[src/rtl/ppu_packer.sv]
// Packs the PPU int8 output stream into 32-bit little-endian words and queues
// them in a small FIFO feeding the GLB valid/ready write port.
module ppu_packer #(
  parameter int FIFO_DEPTH = 4,
  parameter int ADDR_BITS  = 16
) (
  input  logic                 clk,
  input  logic                 rst,
  input  logic                 start,
  input  logic [ADDR_BITS-1:0] base_addr,
  input  logic [15:0]          num_bytes,
  input  logic                 i_en,
  input  logic [7:0]           data_in,
  output logic                 in_ready,
  output logic                 glb_wvalid,
  input  logic                 glb_wready,
  output logic [ADDR_BITS-1:0] glb_waddr,
  output logic [31:0]          glb_wdata,
  output logic [3:0]           glb_wstrb,
  output logic                 busy,
  output logic                 done,
  output logic                 overflow
);

  localparam int PTR_W = $clog2(FIFO_DEPTH);
  localparam logic [PTR_W:0] FULL_CNT = (PTR_W+1)'(FIFO_DEPTH);
  localparam logic [PTR_W:0] ONE_CNT  = (PTR_W+1)'(1);

  typedef enum logic [1:0] {
    ST_IDLE  = 2'd0,
    ST_RUN   = 2'd1,
    ST_DRAIN = 2'd2
  } state_e;

  // Strobe mask covering lanes 0..lane of the word being pushed.
  function automatic logic [3:0] lane_strb(input logic [1:0] lane);
    logic [3:0] s;
    case (lane)
      2'd0:    s = 4'b0001;
      2'd1:    s = 4'b0011;
      2'd2:    s = 4'b0111;
      2'd3:    s = 4'b1111;
      default: s = 4'b0000;
    endcase
    return s;
  endfunction

  // Word address wraps modulo 2^ADDR_BITS.
  function automatic logic [ADDR_BITS-1:0] word_addr(input logic [ADDR_BITS-1:0] base,
                                                      input logic [15:0]          idx);
    return base + ADDR_BITS'({idx, 2'b00});
  endfunction

  state_e                 state_q, state_d;
  logic [ADDR_BITS-1:0]   base_q, base_d;
  logic [15:0]            num_q, num_d;
  logic [15:0]            byte_cnt_q, byte_cnt_d;
  logic [15:0]            word_cnt_q, word_cnt_d;
  logic [1:0]             lane_q, lane_d;
  logic [23:0]            pack_q, pack_d;
  logic                   overflow_q, overflow_d;
  logic                   done_q, done_d;

  logic [31:0]            fifo_data_q [FIFO_DEPTH];
  logic [3:0]             fifo_strb_q [FIFO_DEPTH];
  logic [ADDR_BITS-1:0]   fifo_addr_q [FIFO_DEPTH];
  logic [PTR_W:0]         wr_ptr_q, wr_ptr_d;
  logic [PTR_W:0]         rd_ptr_q, rd_ptr_d;

  logic [PTR_W:0]         fifo_count_s;
  logic                   fifo_empty_s;
  logic                   fifo_full_s;
  logic                   accept_s;
  logic                   last_byte_s;
  logic                   push_s;
  logic                   pop_s;
  logic [31:0]            push_data_s;
  logic [3:0]             push_strb_s;
  logic [ADDR_BITS-1:0]   push_addr_s;

  assign fifo_count_s = wr_ptr_q - rd_ptr_q;
  assign fifo_empty_s = (fifo_count_s == '0);
  assign fifo_full_s  = (fifo_count_s == FULL_CNT);

  // in_ready depends only on registered state, never on glb_wready.
  assign in_ready    = (state_q == ST_RUN) && !fifo_full_s;
  assign accept_s    = i_en && in_ready;
  assign last_byte_s = (byte_cnt_q == (num_q - 16'd1));
  assign push_s      = accept_s && ((lane_q == 2'd3) || last_byte_s);
  assign push_data_s = {8'd0, pack_q} | (32'(data_in) << {lane_q, 3'b000});
  assign push_strb_s = lane_strb(lane_q);
  assign push_addr_s = word_addr(base_q, word_cnt_q);

  assign glb_wvalid = !fifo_empty_s;
  assign pop_s      = glb_wvalid && glb_wready;

  // Head fields read as zero while the FIFO is empty.
  assign glb_wdata = glb_wvalid ? fifo_data_q[rd_ptr_q[PTR_W-1:0]] : 32'd0;
  assign glb_wstrb = glb_wvalid ? fifo_strb_q[rd_ptr_q[PTR_W-1:0]] : 4'd0;
  assign glb_waddr = glb_wvalid ? fifo_addr_q[rd_ptr_q[PTR_W-1:0]] : '0;

  assign busy     = (state_q != ST_IDLE);
  assign done     = done_q;
  assign overflow = overflow_q;

  // FIFO pointer update.
  always_comb begin
    wr_ptr_d = wr_ptr_q;
    rd_ptr_d = rd_ptr_q;
    if (push_s) begin
      wr_ptr_d = wr_ptr_q + ONE_CNT;
    end else begin
      wr_ptr_d = wr_ptr_q;
    end
    if (pop_s) begin
      rd_ptr_d = rd_ptr_q + ONE_CNT;
    end else begin
      rd_ptr_d = rd_ptr_q;
    end
  end

  // Control FSM: transfer setup, byte packing, drain and completion.
  always_comb begin
    state_d    = state_q;
    base_d     = base_q;
    num_d      = num_q;
    byte_cnt_d = byte_cnt_q;
    word_cnt_d = word_cnt_q;
    lane_d     = lane_q;
    pack_d     = pack_q;
    overflow_d = overflow_q;
    done_d     = 1'b0;

    case (state_q)
      ST_IDLE: begin
        if (start) begin
          base_d     = base_addr;
          num_d      = num_bytes;
          byte_cnt_d = 16'd0;
          word_cnt_d = 16'd0;
          lane_d     = 2'd0;
          pack_d     = 24'd0;
          overflow_d = 1'b0;
          if (num_bytes == 16'd0) begin
            done_d  = 1'b1;
            state_d = ST_IDLE;
          end else begin
            state_d = ST_RUN;
          end
        end else begin
          state_d = ST_IDLE;
        end
      end

      ST_RUN: begin
        if (i_en && !in_ready) begin
          overflow_d = 1'b1;
        end else begin
          overflow_d = overflow_q;
        end
        if (accept_s) begin
          byte_cnt_d = byte_cnt_q + 16'd1;
          if (push_s) begin
            pack_d     = 24'd0;
            lane_d     = 2'd0;
            word_cnt_d = word_cnt_q + 16'd1;
          end else begin
            pack_d = push_data_s[23:0];
            lane_d = lane_q + 2'd1;
          end
          if (last_byte_s) begin
            state_d = ST_DRAIN;
          end else begin
            state_d = ST_RUN;
          end
        end else begin
          state_d = ST_RUN;
        end
      end

      ST_DRAIN: begin
        // Finishing on the last pop makes done/idle land one cycle after it.
        if (fifo_empty_s || ((fifo_count_s == ONE_CNT) && pop_s)) begin
          done_d  = 1'b1;
          state_d = ST_IDLE;
        end else begin
          state_d = ST_DRAIN;
        end
      end

      default: begin
        state_d = ST_IDLE;
      end
    endcase
  end

  // Control and pointer registers.
  always_ff @(posedge clk or negedge rst) begin
    if (!rst) begin
      state_q    <= ST_IDLE;
      base_q     <= '0;
      num_q      <= 16'd0;
      byte_cnt_q <= 16'd0;
      word_cnt_q <= 16'd0;
      lane_q     <= 2'd0;
      pack_q     <= 24'd0;
      overflow_q <= 1'b0;
      done_q     <= 1'b0;
      wr_ptr_q   <= '0;
      rd_ptr_q   <= '0;
    end else begin
      state_q    <= state_d;
      base_q     <= base_d;
      num_q      <= num_d;
      byte_cnt_q <= byte_cnt_d;
      word_cnt_q <= word_cnt_d;
      lane_q     <= lane_d;
      pack_q     <= pack_d;
      overflow_q <= overflow_d;
      done_q     <= done_d;
      wr_ptr_q   <= wr_ptr_d;
      rd_ptr_q   <= rd_ptr_d;
    end
  end

  // FIFO storage; contents are only observable through valid entries.
  always_ff @(posedge clk) begin
    if (push_s) begin
      fifo_data_q[wr_ptr_q[PTR_W-1:0]] <= push_data_s;
      fifo_strb_q[wr_ptr_q[PTR_W-1:0]] <= push_strb_s;
      fifo_addr_q[wr_ptr_q[PTR_W-1:0]] <= push_addr_s;
    end
  end

endmodule

[config.mk]
export PLATFORM = sky130hd
export DESIGN_NAME = ppu_packer
export DESIGN_NICKNAME = d
export VERILOG_FILES = /design/src/rtl/ppu_packer.sv
export SDC_FILE = /design/constraint.sdc
export NUM_CORES = 1
export LEC_CHECK = 0
export BUFFER_PORTS_ARGS = -buffer_cell sky130_fd_sc_hd__buf_2
export CAP_MARGIN = 20
export CORE_UTILIZATION = 54
export DETAILED_ROUTE_END_ITERATION = 7
export MAX_ROUTING_LAYER = met4
export PLACE_DENSITY = 0.73
export SETUP_SLACK_MARGIN = 0.5
export SYNTH_ARGS = -nofsm -noshare
export SYNTH_HDL_FRONTEND = slang
export SYNTH_SLANG_ARGS = --single-unit
[constraint.sdc]
create_clock -name clk -period 5.42 [get_ports clk]
set_clock_uncertainty 0.2 [all_clocks]
set_input_delay 0.271 -clock clk [delete_from_list [all_inputs] [get_ports clk]]
set_output_delay 0.271 -clock clk [all_outputs]
set_load 0.05 [all_outputs]
==> qor.tcl, run 1 <==
set qor(outcome) {finished clean}
set qor(ys_ff_latch) 302
set qor(ys_seq_area_frac) 0.645
set qor(crit_fanout) 25
set qor(fin_util) 0.648
set qor(nature_of_the_critical_path_endpoint) {flip-flop}
set qor(crit_chain) {inv_1 > ha_1 > or3b_4 > nor3_1 > mux2_2 > o211a_1 > nor4_4 > nor2_2 > nor2b_4 > buf_4}
set qor(floorplan.rows) 57
set qor(final.fill_count) 1759
set qor(syn2layout_area_growth_pct) 18.2
set qor(io_pins) 102
set qor(worst_hold_slack_ns) 0.0626
set qor(initial_standard_cell_utilization_of_the_core) 0.549
set qor(core_region_area_sq_um) 24200
set qor(synth.avg_cell_area_sq_um) 13.8
set qor(setup_viol_count_final) 0
set qor(setup_tns_ns) 0
set qor(worst_slew_pin_slew_ns) 0.919
set qor(insertion_delay_ns) 0.57
set qor(fp.dieH_um) 159
set qor(cp_slowest_cell) {sky130_fd_sc_hd__nor2b_4}
set qor(buffers_on_ports) 101
set qor(antenna_violations_before_repair) 0
set qor(fp.dieW_um) 159
set qor(tritoncts_num_sinks) 302
set qor(max-vdd-ir-drop_mv) 0.455
set qor(routed-via-count) 8177
set qor(post_cts_resize_count) 0
set qor(worstSetupPathType) {flip-flop to flip-flop}
set qor(ant_nets) 0
set qor(grt_overflow_total) 0
set qor(syn-cell-area_sq_um) 13300
set qor(synth_fp_nets) 1033
set qor(post_synth_edffs) 204
set qor(maxCapViolations) 0
set qor(achievable-frequency_mhz) 219
set qor(synth-async-reset-ratio) 0.325
set qor(worstPathRequired_ns) 5.47
set qor(cts-root-buf) {sky130_fd_sc_hd__clkbuf_16}
set qor(globalplace.congestion) 0.853
set qor(hold_buf_cts) 44
set qor(via_per_inst) 5.61
set qor(antenna-diode-count) 0
set qor(yosysWarnings) 0
set qor(final_net_count) 1182
set qor(drt_pass1_iterations) 6
set qor(grt_pass1_vias) 8456
set qor(finalHoldViolations) 0
set qor(critPathMaxStageDelay_ns) 0.76
set qor(max-clock-path-buffers) 3
set qor(global_router_s_overall_resource_usage) 0.234
set qor(period_utilization_post_route) 0.842
set qor(tritoncts) {yes}
set qor(post-cts-setup-buffers) 0
set qor(clock_edge_transition_at_the_registers_on_the_reported_setup_and_hold_paths_ns) 0.06
set qor(htree_levels) 1
set qor(synthFlopType) {sky130_fd_sc_hd__edfxtp_1}
set qor(synth_cell_types) 59
set qor(die_area_sq_um) 25300
set qor(worstHoldPathType) {primary input to asynchronous set/reset pin}
set qor(post_route_cells_drive_above_1_share) 0.205
set qor(period_minus_slack_ns) 4.56
set qor(power_leakage_nw) 6.31
set qor(worstSetupStartpointType) {flip-flop}
set qor(grt_pass1_wl_um) 45000
set qor(hpwl_um) 17200
set qor(syn-instance-count) 961
set qor(routed_wire_length_per_instance_um) 19.1
set qor(detailed_route_wire_length_um) 27900
set qor(power_per_cell_area_nw_per_um2) 647
set qor(max-slew-margin-rel) 0.387
set qor(remaining_routing_drc_violations) 0
set qor(setup_repair_after_global_routing_missed_its_margin) {false}
set qor(worstPathArrival_ns) 4.61
set qor(final_max_slew_viol_count) 0
set qor(drt-initial-drc-count) 616
set qor(grt_max_degree) 56
set qor(cts-buffers-inserted) 30
==> metal layers <==
metal / track usage / up-vias / part of all wire
li1: - / 3837 / -
met5: - / - / 0
met4: 0.0743 / 0 / 0.026
met1: 0.305 / 4086 / 0.43
met3: 0.0297 / 46 / 0.043
met2: 0.387 / 208 / 0.50
==> critical path, delay by kind of cell (launching register included) <==
family                   cells  cell delay [ns]
adder cells (fa/ha/maj)      1             0.22
flip-flops                   1             0.43
AND/OR/NAND/NOR              5             2.27
buffers and inverters        2             0.50
AO/OA/AOI/OAI                1             0.23
multiplexers                 1             0.38
==> cell type report <==
class,instances,area [sq um],area share
Clock buffer,38,781,0.0497
Clock inverter,18,243,0.0154
Inverter,29,109,0.00692
Multi-Input combinational cell,589,4480,0.285
Sequential cell,302,8580,0.546
Tap cell,324,405,0.0258
Timing Repair Buffer,158,1120,0.0710
==> cells in the mapped netlist, drive strengths merged (3+ instances only) <==
master   number  share of area
o41ai         4         0.0026
or4           7         0.0042
nand4         7         0.0033
nor2         55          0.016
mux2i         7         0.0053
mux2          4         0.0034
edfxtp      204           0.46
or3           8         0.0038
clkbuf       30         0.0085
inv          29         0.0082
nor3         11         0.0041
xnor2        24          0.016
ha           25          0.024
or2           3         0.0014
and2         52          0.024
dfrtp        98           0.18
o21ai        26         0.0098
nand2b        4         0.0019
nand3        17         0.0064
nand2       131          0.037
a21o         19          0.011
buf          11         0.0047
nor2b         6         0.0028
a21oi        40          0.015
and3         17         0.0080
and4          3         0.0020
mux4         51          0.086
o31ai         3         0.0017
nor4         10         0.0058
o2111ai       3         0.0020
xor2         21          0.014
a31oi         6         0.0028
==> final timing paths <==
kind / endpoint / startpoint / slack (ns) / depth (start not counted)
worst min-delay path: num_q[0] / rst / 0.06 / 2
max in group asynchronous: rd_ptr_q[0] / rst / 3.76 / 3
worst max register to register: fifo_data_q[3][24] / num_q[0] / 0.86 / 10
min in group clk: base_q[7] / base_addr[7] / 0.22 / 4
worst max-delay path: fifo_data_q[3][24] / num_q[0] / 0.86 / 10
worst min register to register: pack_q[16] / pack_q[16] / 0.28 / 2
==> logic make-up (layout without fill, tap and decap cells) <==
kind of cell | after synthesis | after routing | synth area share
xor gates and xnor gates | 47 | 47 | 0.0330
and+or+nand+nor | 335 | 335 | 0.123
buffers and inverters | 70 | 243 | 0.0214
AOI/OAI and AO/OA | 118 | 118 | 0.0559
adders and majority gates | 27 | 27 | 0.0265
DFF | 302 | 302 | 0.645
muxes | 62 | 62 | 0.0950
==> placed cells by master, fill, tap and decap left out, types with 3 or more instances in the layout <==
cell type	n
sky130_fd_sc_hd__edfxtp_1	204
sky130_fd_sc_hd__nand2_1	131
sky130_fd_sc_hd__buf_2	100
sky130_fd_sc_hd__dfrtp_1	96
sky130_fd_sc_hd__nor2_1	53
sky130_fd_sc_hd__mux4_2	51
sky130_fd_sc_hd__and2_1	51
sky130_fd_sc_hd__dlygate4sd3_1	44
sky130_fd_sc_hd__a21oi_1	40
sky130_fd_sc_hd__clkbuf_16	30
sky130_fd_sc_hd__inv_1	29
sky130_fd_sc_hd__o21ai_0	26
sky130_fd_sc_hd__ha_1	25
sky130_fd_sc_hd__xnor2_1	24
sky130_fd_sc_hd__xor2_1	21
sky130_fd_sc_hd__a21o_1	19
sky130_fd_sc_hd__and3_1	17
sky130_fd_sc_hd__nand3_1	16
sky130_fd_sc_hd__nor3_1	11
sky130_fd_sc_hd__clkinv_2	10
sky130_fd_sc_hd__nor4_1	9
sky130_fd_sc_hd__buf_4	9
sky130_fd_sc_hd__or3_1	8
sky130_fd_sc_hd__clkbuf_1	8
sky130_fd_sc_hd__nand4_1	7
sky130_fd_sc_hd__mux2i_1	7
sky130_fd_sc_hd__a31oi_1	6
sky130_fd_sc_hd__or4_1	6
sky130_fd_sc_hd__bufinv_16	5
sky130_fd_sc_hd__nand2b_1	4
sky130_fd_sc_hd__o41ai_1	4
sky130_fd_sc_hd__mux2_2	4
sky130_fd_sc_hd__nor2b_4	4
sky130_fd_sc_hd__buf_12	4
sky130_fd_sc_hd__or2_2	3
sky130_fd_sc_hd__and4_1	3
sky130_fd_sc_hd__o31ai_1	3
sky130_fd_sc_hd__o2111ai_1	3
==> state kept, by name, indices dropped and copies added (netlist names) <==
register	flops
lane_q	2
num_q	16
done	1
wr_ptr_q	3
fifo_addr_q	64
fifo_data_q	128
fifo_strb_q	12
rd_ptr_q	3
byte_cnt_q	16
word_cnt_q	14
base_q	16
overflow	1
state_q	2
pack_q	24
==> stage by stage <==
step | cells | area (sq um) | worst slack [ns] | power, mW
after floorplan | 961 | 13300 | -0.150 | 6.96
after global placement | 1356 | 14200 | 0.988 | 7.91
after detailed placement | 1356 | 14200 | 0.854 | 8.00
after CTS | 1456 | 15700 | 0.817 | 10.2
after global routing | 1458 | 15700 | 0.581 | 10.7
final | 1458 | 15700 | 0.858 | 10.2
==> where the power goes <==
group | switching, mW | leakage, nW | total, mW | internal (mW)
registers | 0.295 | 3.11 | 3.36 | 3.07
logic | 3.19 | 2.70 | 4.68 | 1.49
clock network | 0.869 | 0.506 | 2.13 | 1.26
total | 4.35 | 6.31 | 10.2 | 5.82
(Power assumes the default switching activity.)
==> run 2: changes to the inputs <==
clock period = 3.94 ns   (was 5.42 ns; I/O delays follow)
==> run 2 against run 1 <==
Against the previous run:
- critical path depth is 3 higher
- core utilization is 1.6 points higher
- sequential power is 38% higher
- power is 41% higher
- critical endpoint is now fifo_data_q[1][18]
- sequential share of layout area is 1.3 points lower
- setup slack worse by 0.31 ns
- sequential cell count stayed put
- count of clock-buffer cells in the layout is 4 higher
- cell count is 2.0% higher
- routed wire length is 11% higher
- largest power group unchanged
==> qor.tcl, run 2 (same netlist as run 1, synthesis figures left out) <==
set qor(outcome) {finished clean} ;# unchanged
set qor(use_met2) 0.380 ;# was 0.387
set qor(buffers_on_ports) 101 ;# unchanged
set qor(critPathMaxStageDelay_ns) 0.42 ;# was 0.76 ns
set qor(fp.dieH_um) 159 ;# unchanged
set qor(floorplan.rows) 57 ;# unchanged
set qor(detailed_route_wire_length_um) 30900 ;# was 27900 um
set qor(achievable-frequency_mhz) 295 ;# was 219 MHz
set qor(drt_pass1_iterations) 4 ;# was 6
set qor(worstPathRequired_ns) 4.00 ;# was 5.47 ns
set qor(power.clock.fraction) 0.193 ;# was 0.210
set qor(setup_repair_after_global_routing_missed_its_margin) {false} ;# unchanged
set qor(final.fill_count) 1702 ;# was 1759
set qor(die_area_sq_um) 25300 ;# unchanged
set qor(crit_fanout) 10 ;# was 25
set qor(largest_reg_flops) 128 ;# unchanged
set qor(period_minus_slack_ns) 3.39 ;# was 4.56 ns
set qor(highest_count_cells_in_the_layout_ignoring_fill_and_taps) {204 x sky130_fd_sc_hd__edfxtp_1, 131 x sky130_fd_sc_hd__nand2_1, 100 x sky130_fd_sc_hd__buf_2} ;# unchanged
set qor(netSwitchingFraction) 0.437 ;# was 0.428
set qor(nature_of_the_critical_path_endpoint) {flip-flop} ;# unchanged
set qor(routed-via-count) 8385 ;# was 8177
set qor(power_per_cell_area_nw_per_um2) 892 ;# was 647 nW/um^2
set qor(finalHoldViolations) 0 ;# unchanged
set qor(cpMostUsedCell) {sky130_fd_sc_hd__buf_6}
set qor(post_layout_nonfiller_instances) 1487 ;# was 1458
set qor(switching_power_mw) 6.29 ;# was 4.35 mW
set qor(timing.critical_path.max_delay_family) {simple AND/OR/NAND/NOR gates} ;# unchanged
set qor(drt-initial-drc-count) 784 ;# was 616
set qor(place_inst) 1362 ;# was 1356
set qor(ant_nets) 0 ;# unchanged
set qor(via_per_inst) 5.64 ;# was 5.61
set qor(fp.dieW_um) 159 ;# unchanged
set qor(syn2layout_area_growth_pct) 21.1 ;# was 18.2%
set qor(grt.met3_usage) 0.0346 ;# was 0.0297
set qor(cts-root-buf) {sky130_fd_sc_hd__clkbuf_16} ;# unchanged
set qor(worstSetupPathType) {flip-flop to flip-flop} ;# unchanged
set qor(clock_edge_transition_at_the_registers_on_the_reported_setup_and_hold_paths_ns) 0.06 ;# about the same
set qor(crit_chain) {inv_2 > ha_4 > or3b_4 > or4_4 > a22oi_2 > nand4_1 > nor4_4 > buf_4 > buf_6 > nor2_4 > nor2b_4 > buf_6 > clkbuf_16} ;# was inv_1 > ha_1 > or3b_4 > nor3_1 > mux2_2 > o211a_1 > nor4_4 > nor2_2 > nor2b_4 > buf_4
set qor(io_pins) 102 ;# unchanged
set qor(cp_slowest_cell) {sky130_fd_sc_hd__or4_4} ;# was sky130_fd_sc_hd__nor2b_4
set qor(power.share.sequential) 0.323 ;# was 0.331
set qor(grt_pass1_wl_um) 45800 ;# was 45000 um
set qor(antenna-diode-count) 0 ;# unchanged
set qor(grt_max_degree) 56 ;# unchanged
set qor(global_router_s_overall_resource_usage) 0.243 ;# was 0.234
set qor(tritoncts_num_sinks) 302 ;# unchanged
set qor(initial_standard_cell_utilization_of_the_core) 0.549 ;# unchanged
set qor(top_usage_layer) {met2} ;# unchanged
set qor(max-slew-margin-rel) 0.509 ;# was 0.387
set qor(maxCapViolations) 0 ;# unchanged
set qor(insertion_delay_ns) 0.55 ;# was 0.57 ns
set qor(period_utilization_post_route) 0.861 ;# was 0.842
set qor(p_int_mw) 8.09 ;# was 5.82 mW
set qor(routed_wire_length_per_instance_um) 20.8 ;# was 19.1 um
set qor(worstHoldPathType) {primary input to asynchronous set/reset pin} ;# unchanged
set qor(antenna_violations_before_repair) 0 ;# unchanged
set qor(max-clock-path-buffers) 3 ;# unchanged
set qor(final_max_slew_viol_count) 0 ;# unchanged
set qor(cts-buffers-inserted) 29 ;# was 30
set qor(area.sequential_sq_um) 8580 ;# unchanged
set qor(core_region_area_sq_um) 24200 ;# unchanged
set qor(worst_slew_pin_slew_ns) 0.736 ;# was 0.919 ns
set qor(cp_num_buf_inv) 5 ;# was 2
set qor(max-vdd-ir-drop_mv) 0.727 ;# was 0.455 mV
set qor(mostFrequentLayoutCell) {sky130_fd_sc_hd__edfxtp_1} ;# unchanged
set qor(grt_overflow_total) 0 ;# unchanged
set qor(power_frac_comb) 0.484 ;# was 0.460
set qor(worst_hold_slack_ns) 0.0173 ;# was 0.0626 ns
set qor(globalplace.congestion) 0.866 ;# was 0.853
set qor(multi_input_area_sq_um) 4620 ;# was 4480 sq um
set qor(setup_tns_ns) 0 ;# unchanged
set qor(worstSetupStartpointType) {flip-flop} ;# unchanged
set qor(worstPathArrival_ns) 3.46 ;# was 4.61 ns
set qor(setup_viol_count_final) 0 ;# unchanged
set qor(tritoncts) {yes} ;# unchanged
set qor(grt_pass1_vias) 8197 ;# was 8456
set qor(final_net_count) 1212 ;# was 1182
set qor(use_met1) 0.338 ;# was 0.305
set qor(remaining_routing_drc_violations) 0 ;# unchanged
set qor(power_leakage_nw) 6.47 ;# was 6.31 nW
set qor(htree_levels) 1 ;# unchanged
set qor(post_route_cells_drive_above_1_share) 0.243 ;# was 0.205
set qor(hpwl_um) 17700 ;# was 17200 um
run 2: path summary, 6_finish.rpt:
check	start	end	slack, ns	cells after the start
worst min register to register	wr_ptr_q[2]	wr_ptr_q[2]	0.28	1
worst max register to register	num_q[0]	fifo_data_q[1][18]	0.55	13
worst min-delay path	rst	num_q[1]	0.02	2
worst max-delay path	num_q[0]	fifo_data_q[1][18]	0.55	13
min in group clk	base_addr[14]	base_q[14]	0.18	4
max in group asynchronous	rst	base_q[9]	2.69	3
run 2: per-layer routing:
metal,wire [um],vias to the layer above
met5,0,-
met4,597,0
met3,2220,38
met2,15100,316
met1,13000,4139
li1,-,3892
run 2: what timing repair did:
action	in CTS	in global routing
setup endpoints to repair	273	301
gates cloned	2	5
buffers inserted	5	14
endpoints found under the hold margin	176	0
pin swaps	2	14
hold buffers	44	0
resized for setup	6	30
run 2: power by group through the flow:
| stage | Sequential [mW] | Clock (mW) | Combinational, mW |
|---|---|---|---|
| detailed placement | 4.68 | 0 | 6.41 |
| global placement | 4.66 | 0 | 6.32 |
| global route | 4.70 | 2.95 | 7.41 |
| floorplan | 4.53 | 0 | 5.05 |
| CTS | 4.61 | 2.80 | 6.55 |
| finish | 4.64 | 2.78 | 6.96 |
run 2: stage by stage:
stage / area, sq um / util / worst slack, ns / power [mW]
floorplan: 13300 / - / -0.00580 / 9.59
global placement: 14300 / 0.589 / 0.351 / 11.0
detailed placement: 14300 / 0.589 / 0.319 / 11.1
CTS: 15800 / 0.650 / 0.467 / 14.0
global route: 16100 / 0.664 / 0.467 / 15.1
finish: 16100 / 0.664 / 0.546 / 14.4
run 2: final cells by class:
class                      count  share of cell area
inverter                      29             0.00676
multi-input combinational    591               0.287
clock buffer                  42              0.0520
tap                          324              0.0252
timing repair buffer         187              0.0890
sequential                   302               0.533
clock inverter                12             0.00777
==> run 3: changes to the inputs <==
PLACE_DENSITY = 0.76   (was 0.73)
==> run 3 against run 2 <==
Against the previous run:
- largest cell class unchanged
- first-iteration DRC count shrank 19%
- clock power grew 3%
- count of clock-buffer cells in the layout shrank 7
- critical path depth shrank 1
- cell area grew 1.3%
- sequential cell count is the same
- core utilization grew 0.87 points
==> qor.tcl, run 3 (same netlist as run 1, synthesis figures left out) <==
set qor(final.fill_count) 1626 ;# was 1702
set qor(max-clock-path-buffers) 3 ;# unchanged
set qor(detailedPlace.worstSlack_ns) 0.399 ;# was 0.319 ns
set qor(global_router_s_overall_resource_usage) 0.239 ;# was 0.243
set qor(worstSetupStartpoint) {num_q[0]} ;# unchanged
set qor(buffers_on_ports) 101 ;# unchanged
set qor(fp.dieW_um) 159 ;# unchanged
set qor(tritoncts) {yes} ;# unchanged
set qor(floorplan.rows) 57 ;# unchanged
set qor(worstSetupPathType) {flip-flop to flip-flop} ;# unchanged
set qor(ant_nets) 0 ;# unchanged
set qor(crit_cells) 12 ;# was 13
set qor(post_route_cells_drive_above_1_share) 0.245 ;# was 0.243
set qor(clock_edge_transition_at_the_registers_on_the_reported_setup_and_hold_paths_ns) 0.06 ;# about the same
set qor(stdcell_area_sq_um) 16300 ;# was 16100 sq um
set qor(antenna_violations_before_repair) 0 ;# unchanged
set qor(cts-buffers-inserted) 29 ;# unchanged
set qor(max-vdd-ir-drop_mv) 0.830 ;# was 0.727 mV
set qor(tritoncts_num_sinks) 302 ;# unchanged
set qor(max-slew-margin-rel) 0.379 ;# was 0.509
set qor(fp.dieH_um) 159 ;# unchanged
set qor(antenna-diode-count) 0 ;# unchanged
set qor(detailed_route_wire_length_um) 31100 ;# was 30900 um
set qor(r2r_end) {fifo_data_q[2][18]} ;# was fifo_data_q[1][18]
set qor(syn2layout_area_growth_pct) 22.7 ;# was 21.1%
set qor(mostFrequentLayoutCell) {sky130_fd_sc_hd__edfxtp_1} ;# unchanged
set qor(via_per_inst) 5.82 ;# was 5.64
set qor(grt_pass1_wl_um) 45900 ;# was 45800 um
set qor(achievable-frequency_mhz) 291 ;# was 295 MHz
set qor(grt_overflow_total) 0 ;# unchanged
set qor(globalplace.congestion) 0.882 ;# was 0.866
set qor(setup_tns_ns) 0 ;# unchanged
set qor(final_net_count) 1214 ;# was 1212
set qor(initial_standard_cell_utilization_of_the_core) 0.549 ;# unchanged
set qor(period_minus_slack_ns) 3.44 ;# was 3.39 ns
set qor(remaining_routing_drc_violations) 0 ;# unchanged
set qor(multi_input_area_sq_um) 4620 ;# about the same
set qor(timing.critical_path.max_delay_family) {simple AND/OR/NAND/NOR gates} ;# unchanged
set qor(cp_num_buf_inv) 4 ;# was 5
set qor(reg2reg_from) {num_q[0]} ;# unchanged
set qor(worstHoldPathType) {primary input to asynchronous set/reset pin} ;# unchanged
set qor(routed-via-count) 8663 ;# was 8385
set qor(worstPathRequired_ns) 4.00 ;# about the same
set qor(power_per_cell_area_nw_per_um2) 888 ;# was 892 nW/um^2
set qor(setup.worst_path.end) {fifo_data_q[2][18]} ;# was fifo_data_q[1][18]
set qor(maxCapViolations) 0 ;# unchanged
set qor(drt_pass1_iterations) 8 ;# was 4
set qor(post_dp_cell_area_sq_um) 14300 ;# about the same
set qor(setup_repair_after_global_routing_missed_its_margin) {true} ;# was false
set qor(fin_ws_ns) 0.501 ;# was 0.546 ns
set qor(drt-initial-drc-count) 633 ;# was 784
set qor(largest_reg_flops) 128 ;# unchanged
set qor(grt_max_degree) 72 ;# was 56
set qor(cts-root-buf) {sky130_fd_sc_hd__clkbuf_16} ;# unchanged
set qor(io_pins) 102 ;# unchanged
set qor(critPathMaxStageDelay_ns) 0.43 ;# was 0.42 ns
set qor(cpMostUsedCell) {sky130_fd_sc_hd__buf_12} ;# was sky130_fd_sc_hd__buf_6
set qor(outcome) {finished clean} ;# unchanged
set qor(die_area_sq_um) 25300 ;# unchanged
set qor(final_max_slew_viol_count) 0 ;# unchanged
set qor(finalHoldViolations) 0 ;# unchanged
set qor(area.sequential_sq_um) 8580 ;# unchanged
set qor(insertion_delay_ns) 0.56 ;# was 0.55 ns
set qor(setup_viol_count_final) 0 ;# unchanged
set qor(crit_fanout) 7 ;# was 10
set qor(worst_slew_pin_slew_ns) 0.931 ;# was 0.736 ns
set qor(worst_r2r_path_depth) 12 ;# was 13
set qor(core_region_area_sq_um) 24200 ;# unchanged
set qor(worstSetupStartpointType) {flip-flop} ;# unchanged
set qor(cp_slowest_cell) {sky130_fd_sc_hd__or4_4} ;# unchanged
set qor(period_utilization_post_route) 0.873 ;# was 0.861
set qor(nature_of_the_critical_path_endpoint) {flip-flop} ;# unchanged
set qor(timing.reg2reg.setup_slack_ns) 0.50 ;# was 0.55 ns
set qor(routed_wire_length_per_instance_um) 20.9 ;# was 20.8 um
set qor(htree_levels) 1 ;# unchanged
set qor(grt_pass1_vias) 8272 ;# was 8197
set qor(highest_count_cells_in_the_layout_ignoring_fill_and_taps) {204 x sky130_fd_sc_hd__edfxtp_1, 131 x sky130_fd_sc_hd__nand2_1, 100 x sky130_fd_sc_hd__buf_2} ;# unchanged
set qor(hpwl_um) 16400 ;# was 17700 um
set qor(worstPathArrival_ns) 3.50 ;# was 3.46 ns
set qor(power_leakage_nw) 6.56 ;# was 6.47 nW
set qor(crit_chain) {inv_2 > ha_4 > or3b_4 > or4_4 > a22oi_2 > nand4_1 > nor4_4 > nor2_4 > buf_12 > nor2b_4 > buf_12 > clkbuf_16} ;# was inv_2 > ha_4 > or3b_4 > or4_4 > a22oi_2 > nand4_1 > nor4_4 > buf_4 > buf_6 > nor2_4 > nor2b_4 > buf_6 > clkbuf_16
run 3: changes by cell type in the layout (fill, tap and decap cells not counted), sizes merged:
| cell | change |
|---|---|
| buf | -2 |
| inv | -1 |
| clkinvlp | -2 |
| clkinv | +8 |
| clkbuf | -2 |
| bufinv | +2 |
| nor2 | -1 |
run 3: report_power, final:
group	internal, mW	total [mW]	switching (mW)	leakage (nW)
clock	1.67	2.87	1.20	0.486
combinational	2.27	6.96	4.70	2.97
sequential	4.22	4.66	0.444	3.11
total	8.16	14.5	6.33	6.56
run 3: worst min path at each step:
stage                 startpoint       endpoint  slack (ns)
finish                       rst  byte_cnt_q[5]        0.12
global route        base_addr[1]      base_q[1]        0.19
CTS                 base_addr[0]      base_q[0]        0.15
detailed placement           rst       num_q[1]        0.19
global placement             rst       num_q[1]        0.18
floorplan                    rst      base_q[0]       -0.30
run 3: layer usage:
metal	share of wire	GRT usage	up-vias
met2	0.50	0.390	345
met5	0	-	-
li1	-	-	3920
met1	0.42	0.322	4346
met4	0.020	0.0581	0
met3	0.063	0.0331	52
run 3: worst register-to-register path, delay by kind of cell, from the launching register on:
kind / cells / cell delay, ns
AND/OR/NAND/NOR: 6 / 1.58
buffers and inverters: 4 / 0.61
flip-flops: 1 / 0.41
AO/OA/AOI/OAI: 1 / 0.22
adder cells (fa/ha/maj): 1 / 0.15
run 3: timing repair:
| item | in CTS | in global routing |
|---|---|---|
| setup endpoints to repair | 263 | 300 |
| resized for setup | 9 | 27 |
| gates cloned | 3 | 11 |
| hold endpoints to repair | 253 | 0 |
| pin swaps | 3 | 12 |
| buffers inserted | 10 | 7 |
| hold buffers | 44 | 0 |
run 3: layout make-up:
type                    count  area share
multi-input cells         590       0.283
inverters                  29     0.00667
repair buffers            190      0.0990
clock inverters            19      0.0128
well taps                 324      0.0248
clock buffers              35      0.0477
flip-flops and latches    302       0.526
run 3: metrics by stage:
step                utilization  instances  total power, mW  hold slack [ns]
global placement          0.588       1359             10.9            0.184
finish                    0.673       1489             14.5            0.119
global route              0.673       1489             15.1            0.187
detailed placement        0.588       1359             11.1            0.193
floorplan                     -        961             9.59           -0.299
CTS                       0.656       1470             14.1            0.149
